==> src/rtl/vga_pkg.sv <==
// Shared VGA timing constants, timing record and colour expansion helper.
// Used by vga_timing_gen; optional test pattern gated by VGA_TEST_PATTERN_EN.
package vga_pkg;
  localparam int H_ACTIVE_DEF = 640;
  localparam int H_FP_DEF     = 16;
  localparam int H_SYNC_DEF   = 96;
  localparam int H_BP_DEF     = 48;
  localparam int V_ACTIVE_DEF = 480;
  localparam int V_FP_DEF     = 10;
  localparam int V_SYNC_DEF   = 2;
  localparam int V_BP_DEF     = 33;

  typedef struct packed {
    logic [15:0] h_active, h_fp, h_sync, h_bp;
    logic [15:0] v_active, v_fp, v_sync, v_bp;
  } vga_timing_t;

  // Per-pixel timing flags carried down the delay line (1 = asserted)
  typedef struct packed {
    logic hs, vs, act, first, col0;
  } vga_flags_t;

  function automatic int h_total(input vga_timing_t t);
    return int'(t.h_active) + int'(t.h_fp) + int'(t.h_sync) + int'(t.h_bp);
  endfunction

  function automatic int v_total(input vga_timing_t t);
    return int'(t.v_active) + int'(t.v_fp) + int'(t.v_sync) + int'(t.v_bp);
  endfunction

  // Replicate in_w-bit value MSB-first into out_w bits (out_w <= 16)
  function automatic logic [15:0] vga_expand(input logic [15:0] in, input int in_w, input int out_w);
    logic [15:0] r;
    r = '0;
    for (int i = 0; i < 16; i++)
      if (i < out_w) r[4'(out_w - 1 - i)] = in[4'(in_w - 1 - (i % in_w))];
    return r;
  endfunction
endpackage

==> src/rtl/vga_delay_line.sv <==
// W x DEPTH shift register with synchronous reset value; DEPTH 0 is a wire.
module vga_delay_line #(
  parameter int             W       = 1,
  parameter int             DEPTH   = 1,
  parameter logic [W-1:0]   RST_VAL = '0
)(
  input  logic         vgaclk,
  input  logic         rst,
  input  logic [W-1:0] d,
  output logic [W-1:0] q
);
  generate
    if (DEPTH == 0) begin : g_pass
      logic unused_clk_rst;
      assign unused_clk_rst = vgaclk ^ rst;
      assign q = d;
    end else begin : g_sr
      logic [DEPTH-1:0][W-1:0] sr;
      always_ff @(posedge vgaclk) begin
        if (rst) sr <= {DEPTH{RST_VAL}};
        else begin
          sr[0] <= d;
          for (int i = 1; i < DEPTH; i++) sr[i] <= sr[i-1];
        end
      end
      assign q = sr[DEPTH-1];
    end
  endgenerate
endmodule

==> src/rtl/vga_timing_gen.sv <==
// VGA counters, PIPE-aligned sync/DE/strobes and colour expansion to pins.
// Define VGA_TEST_PATTERN_EN to enable the test_en colour-bar generator.
module vga_timing_gen
  import vga_pkg::*;
#(
  parameter int   H_ACTIVE  = H_ACTIVE_DEF,
  parameter int   H_FP      = H_FP_DEF,
  parameter int   H_SYNC    = H_SYNC_DEF,
  parameter int   H_BP      = H_BP_DEF,
  parameter int   V_ACTIVE  = V_ACTIVE_DEF,
  parameter int   V_FP      = V_FP_DEF,
  parameter int   V_SYNC    = V_SYNC_DEF,
  parameter int   V_BP      = V_BP_DEF,
  parameter logic HSYNC_POL = 1'b0,
  parameter logic VSYNC_POL = 1'b0,
  parameter int   CW_R      = 3,
  parameter int   CW_G      = 3,
  parameter int   CW_B      = 2,
  parameter int   CW_OUT    = 4,
  parameter int   PIPE      = 2,
  localparam vga_timing_t TIM = '{16'(H_ACTIVE), 16'(H_FP), 16'(H_SYNC), 16'(H_BP),
                                  16'(V_ACTIVE), 16'(V_FP), 16'(V_SYNC), 16'(V_BP)},
  localparam int  H_TOT     = h_total(TIM),
  localparam int  V_TOT     = v_total(TIM),
  localparam int  HCW       = $clog2(H_TOT),
  localparam int  VCW       = $clog2(V_TOT)
)(
  input  logic              vgaclk,
  input  logic              rst,
  input  logic [CW_R-1:0]   input_red,
  input  logic [CW_G-1:0]   input_green,
  input  logic [CW_B-1:0]   input_blue,
  input  logic              test_en,
  output logic [HCW-1:0]    hc_out,
  output logic [VCW-1:0]    vc_out,
  output logic              req_active,
  output logic              hsync,
  output logic              vsync,
  output logic              de,
  output logic              frame_start,
  output logic              line_start,
  output logic [CW_OUT-1:0] red,
  output logic [CW_OUT-1:0] green,
  output logic [CW_OUT-1:0] blue
);
  generate
    if (H_ACTIVE <= 0 || H_FP <= 0 || H_SYNC <= 0 || H_BP <= 0 ||
        V_ACTIVE <= 0 || V_FP <= 0 || V_SYNC <= 0 || V_BP <= 0 ||
        CW_R > CW_OUT || CW_G > CW_OUT || CW_B > CW_OUT || CW_OUT > 16 ||
        PIPE < 0 || PIPE > 4) begin : g_bad_cfg
      $error("vga_timing_gen: illegal parameter set");
    end
  endgenerate

  localparam logic [HCW-1:0] H_ACT  = HCW'(H_ACTIVE);
  localparam logic [HCW-1:0] HS_BEG = HCW'(H_ACTIVE + H_FP);
  localparam logic [HCW-1:0] HS_END = HCW'(H_ACTIVE + H_FP + H_SYNC);
  localparam logic [HCW-1:0] H_LAST = HCW'(H_TOT - 1);
  localparam logic [VCW-1:0] V_ACT  = VCW'(V_ACTIVE);
  localparam logic [VCW-1:0] VS_BEG = VCW'(V_ACTIVE + V_FP);
  localparam logic [VCW-1:0] VS_END = VCW'(V_ACTIVE + V_FP + V_SYNC);
  localparam logic [VCW-1:0] V_LAST = VCW'(V_TOT - 1);

  logic [HCW-1:0] hc;
  logic [VCW-1:0] vc;
  vga_flags_t     raw, dly;

  always_ff @(posedge vgaclk) begin
    if (rst) begin
      hc <= '0;
      vc <= '0;
    end else if (hc == H_LAST) begin
      hc <= '0;
      vc <= (vc == V_LAST) ? '0 : vc + VCW'(1);
    end else begin
      hc <= hc + HCW'(1);
    end
  end

  assign hc_out     = hc;
  assign vc_out     = vc;
  assign req_active = (hc < H_ACT) && (vc < V_ACT);

  always_comb begin
    raw       = '0;
    raw.hs    = (hc >= HS_BEG) && (hc < HS_END);
    raw.vs    = (vc >= VS_BEG) && (vc < VS_END);
    raw.act   = req_active;
    raw.first = (hc == '0) && (vc == '0);
    raw.col0  = (hc == '0);
  end

`ifdef VGA_TEST_PATTERN_EN
  localparam int DW = $bits(vga_flags_t) + HCW;
  logic [HCW-1:0] col_d;
  logic [2:0]     bar;
  logic [DW-1:0]  dly_in, dly_out;
  assign dly_in       = {raw, hc};
  assign {dly, col_d} = dly_out;
  assign bar          = 3'((32'(col_d) * 8) / H_ACTIVE);
`else
  localparam int DW = $bits(vga_flags_t);
  logic [DW-1:0]  dly_in, dly_out;
  logic           test_en_unused;
  assign test_en_unused = test_en;
  assign dly_in         = raw;
  assign dly            = dly_out;
`endif

  // Inactive flags in every stage, so reset never leaks a stale pixel to the pins
  vga_delay_line #(.W(DW), .DEPTH(PIPE), .RST_VAL('0)) u_dly (
    .vgaclk (vgaclk),
    .rst    (rst),
    .d      (dly_in),
    .q      (dly_out)
  );

  logic [CW_OUT-1:0] r_nx, g_nx, b_nx;

  always_comb begin
    r_nx = '0;
    g_nx = '0;
    b_nx = '0;
    if (dly.act) begin
      r_nx = CW_OUT'(vga_expand(16'(input_red),   CW_R, CW_OUT));
      g_nx = CW_OUT'(vga_expand(16'(input_green), CW_G, CW_OUT));
      b_nx = CW_OUT'(vga_expand(16'(input_blue),  CW_B, CW_OUT));
`ifdef VGA_TEST_PATTERN_EN
      if (test_en) begin
        r_nx = {CW_OUT{bar[2]}};
        g_nx = {CW_OUT{bar[1]}};
        b_nx = {CW_OUT{bar[0]}};
      end
`endif
    end
  end

  always_ff @(posedge vgaclk) begin
    if (rst) begin
      hsync       <= ~HSYNC_POL;
      vsync       <= ~VSYNC_POL;
      de          <= 1'b0;
      frame_start <= 1'b0;
      line_start  <= 1'b0;
      red         <= '0;
      green       <= '0;
      blue        <= '0;
    end else begin
      hsync       <= dly.hs ? HSYNC_POL : ~HSYNC_POL;
      vsync       <= dly.vs ? VSYNC_POL : ~VSYNC_POL;
      de          <= dly.act;
      frame_start <= dly.first;
      line_start  <= dly.col0;
      red         <= r_nx;
      green       <= g_nx;
      blue        <= b_nx;
    end
  end
endmodule

==> config.mk <==
export PLATFORM = sky130hd
export DESIGN_NAME = vga_timing_gen
export DESIGN_NICKNAME = d
export VERILOG_FILES = /design/src/rtl/vga_pkg.sv /design/src/rtl/vga_delay_line.sv /design/src/rtl/vga_timing_gen.sv
export SDC_FILE = /design/constraint.sdc
export NUM_CORES = 1
export LEC_CHECK = 0
export CORE_ASPECT_RATIO = 2
export CORE_UTILIZATION = 50
export CTS_CLUSTER_SIZE = 40
export DETAILED_ROUTE_END_ITERATION = 10
export GPL_TIMING_DRIVEN = 1
export PLACE_DENSITY_LB_ADDON = 0.12
export SYNTH_ARGS = -nofsm -noshare
export SYNTH_HDL_FRONTEND = slang
export SYNTH_HIERARCHICAL = 1
export SYNTH_SLANG_ARGS = --single-unit
==> constraint.sdc <==
create_clock -name vgaclk -period 2.5 [get_ports vgaclk]
set_input_delay 0.25 -clock vgaclk [delete_from_list [all_inputs] [get_ports vgaclk]]
set_output_delay 0.25 -clock vgaclk [all_outputs]
set_load 0.02 [all_outputs]
==> results by group <==
Yosys
  – Commonest cells in the netlist: dfxtp_1 (43), nor2_1 (20), nor2b_1 (14)
  – Part of the Yosys area used for sequential elements: 0.501
  – Cell variety after synth: 34
  – Ys Warns: 6
  – Post-synthesis cell count: 181
  – EDFF count, synth: 0
  – Main synth FF type: dfxtp_1
  – Mapped cell area: 1720 um^2
  – Synth top area cells: dfxtp_1 (50%), nor2b_1 (5.1%), xnor2_1 (4.6%), nor2_1 (4.4%), buf_4 (3.9%)
  – Area share of the largest cell type after synthesis: 0.501
  – Mapped Nets: 196
  – Post-synth top area cell: dfxtp_1
  – Async SR Flop Fraction: 0
  – Synth Area per Inst: 9.50 um^2
  – Most numerous cell in the Yosys netlist: dfxtp_1
  – Seq cells post-synth: 43

Floorplanning
  – Number of cell rows: 29
  – Effective utilization at floorplan: 0.532
  – Die W: 43.5 um
  – Die height: 84.9 um
  – Top Ports: 49
  – Core area: 3230 um^2
  – Die area: 3690 um^2

STA
  – RSZ-0062 raised after global routing: no
  – Minimum clock period: 2.22 ns
  – Max Transition Viols Final: 0
  – Hold Violations, Final: 0
  – Max Clock Skew: 0.00447 ns
  – Fmax: 0.451 GHz
  – Worst-Margin Slew: 0.595 ns
  – Relative slew slack: 0.601
  – Post-route setup TNS: 0 ns
  – Share of the clock period used by the worst path: 0.888
  – Final number of setup-violating endpoints: 0

Clocking
  – Hold-fix buffers, CTS: 0
  – TritonCTS clock tree: built
  – CTS root buffer: clkbuf_8
  – Max H-tree Level: 2
  – CTS-repair resized insts: 0
  – Post-CTS Setup Bufs: 0
  – CTS max path bufs: 2
  – Clk pin slew, worst setup/hold paths: 0.07 ns
  – Clock latency on the worst-skew pair: 0.29 ns
  – Inserted Clock Buffers: 5
  – Clock sinks: 43

Finish
  – Diode count: 0
  – Reg area: 861 um^2
  – Fill cell count: 286
  – Layout area overhead: 29.9%
  – Footprint of the multi-input gates: 748 um^2
  – Nets@finish: 238
  – Util after Layout: 0.692
  – Share of cells above drive strength 1: 0.0536

Worst setup path
  – R2r setup slk: 0.38 ns
  – Critical Path RT: 2.25 ns
  – Critical path's slowest cell: clkdlybuf4s50_1
  – Critical path class: reg -> out
  – Worst Path Arrival: 1.97 ns
  – Max FO, Critical Path: 6
  – CP peak stage delay: 0.66 ns
  – CP Cell Sequence: and3_1 -> and2_1 -> nor3_1 -> clkdlybuf4s50_1
  – Worst setup SP type: register
  – Worst Setup End Kind: output port

Routing
  – DRT iter0 DRCs: 23
  – Via count: 1383
  – Drt via density: 5.42
  – Post-DR wirelength/cell: 13.5 um
  – Antenna viol nets, final: 0
  – Drt first pass iters: 7
  – # DRC: 10
  – Routed WL: 3450 um

Global route
  – First-pass GRT wire length: 5920 um
  – Vias in the first global route: 1426
  – Gr ovfl total: 0
  – Maximum number of pins on one net before global-route repair: 13
  – Antenna violations before repair: 0
  – Tot GR Track Use: 0.211

Power
  – Lkg Pwr: 0.832 nW
  – Pwr dens: 542 nW/um^2
  – Peak supply drop: 0.433 mV

Placed design
  – Hpwl dp: 2650 um
  – PortBufs: 47
  – GPL Wtd Cong: 0.804

Outcome
  – Failing checks: DRC
  – Outcome: finished, violations left

Flow run
  – Max Cap Viol: 0

Hold path
  – Hold crit path type: reg -> reg
==> metal layers <==
layer	routed length [um]	part of all wire	vias to the layer above	track usage
li1	-	-	682	-
met5	0	0	-	0
met3	174	0.050	9	0.0468
met2	1920	0.56	52	0.390
met1	1230	0.36	640	0.196
met4	131	0.038	0	0.131
==> layout by cell type (no fill, tap or decap), drive strengths merged <==
cell / count
dfxtp: 43
mux2i: 1
clkbuf: 7
and3: 3
nand3b: 1
nor2: 20
nand4bb: 1
clkdlybuf4s50: 47
or2: 2
nand4: 3
nand2: 8
nor2b: 14
xor2: 4
nor4: 5
or3: 3
xnor2: 9
and2: 9
a21oi: 3
o211a: 1
o21ai: 4
o221ai: 1
nand3: 9
nor4b: 1
inv: 7
or4: 1
buf: 1
ha: 4
o21a: 1
clkinv: 1
nor3: 8
and4: 2
==> registers in the layout (all words and copies together) (netlist names) <==
signal / count
vsync: 1
u_dly/q: 5
vc_out: 10
u_dly/g_sr.sr: 5
de: 1
line_start: 1
red: 3
hc_out: 10
hsync: 1
blue: 2
green: 3
frame_start: 1
==> final cells by class <==
type / count / share of cell area
flip-flops and latches: 43 / 0.385
multi-input cells: 118 / 0.335
repair buffers: 48 / 0.214
clock buffers: 7 / 0.0342
well taps: 31 / 0.0174
inverters: 7 / 0.0118
clock inverters: 1 / 0.00224
==> stage by stage <==
stage	hold slack [ns]	area (um^2)	setup slack, ns	power, mW	std cells
2_1_floorplan	0.322	1720	0.586	0.775	181
3_3_place_gp	0.350	2150	0.521	0.814	247
3_5_place_dp	0.356	2150	0.410	0.817	247
4_1_cts	0.372	2230	0.271	1.23	255
5_1_grt	0.384	2230	0.209	1.26	255
6_report	0.369	2230	0.281	1.21	255
==> worst max-delay path: cells and delay by family (launching register included) <==
| kind | cells | cell delay (ns) |
|---|---|---|
| buffers and inverters | 1 | 0.66 |
| DFF | 1 | 0.36 |
| and+or+nand+nor | 3 | 0.66 |
==> power by group <==
part           switching [mW]  leakage, nW  internal, mW
Combinational          0.0421        0.440        0.0467
Clock                   0.214       0.0422         0.196
Sequential            0.00989        0.349         0.701
==> path summary, 6_finish.rpt <==
kind,from,endpoint,cells after the start
worst max register to register,hc_out[0]$_SDFF_PP0_,vc_out[3]$_SDFFE_PP0N_,5
worst max-delay path,vc_out[6]$_SDFFE_PP0N_,req_active,4
worst min register to register,u_dly/q[3]$_SDFF_PP0_,vsync$_SDFF_PP1_,1
worst min-delay path,u_dly/q[3]$_SDFF_PP0_,vsync$_SDFF_PP1_,1
==> logic make-up after synthesis <==
| family | share of synthesized area |
|---|---|
| XOR/XNOR | 0.0662 |
| AO/OA/AOI/OAI | 0.0357 |
| multiplexers | 0.00582 |
| adder cells (fa/ha/maj) | 0.0291 |
| buffers and inverters | 0.0640 |
| AND/OR/NAND/NOR | 0.298 |
| flip-flops | 0.501 |
Note: power is estimated with default switching activity, not from simulation.
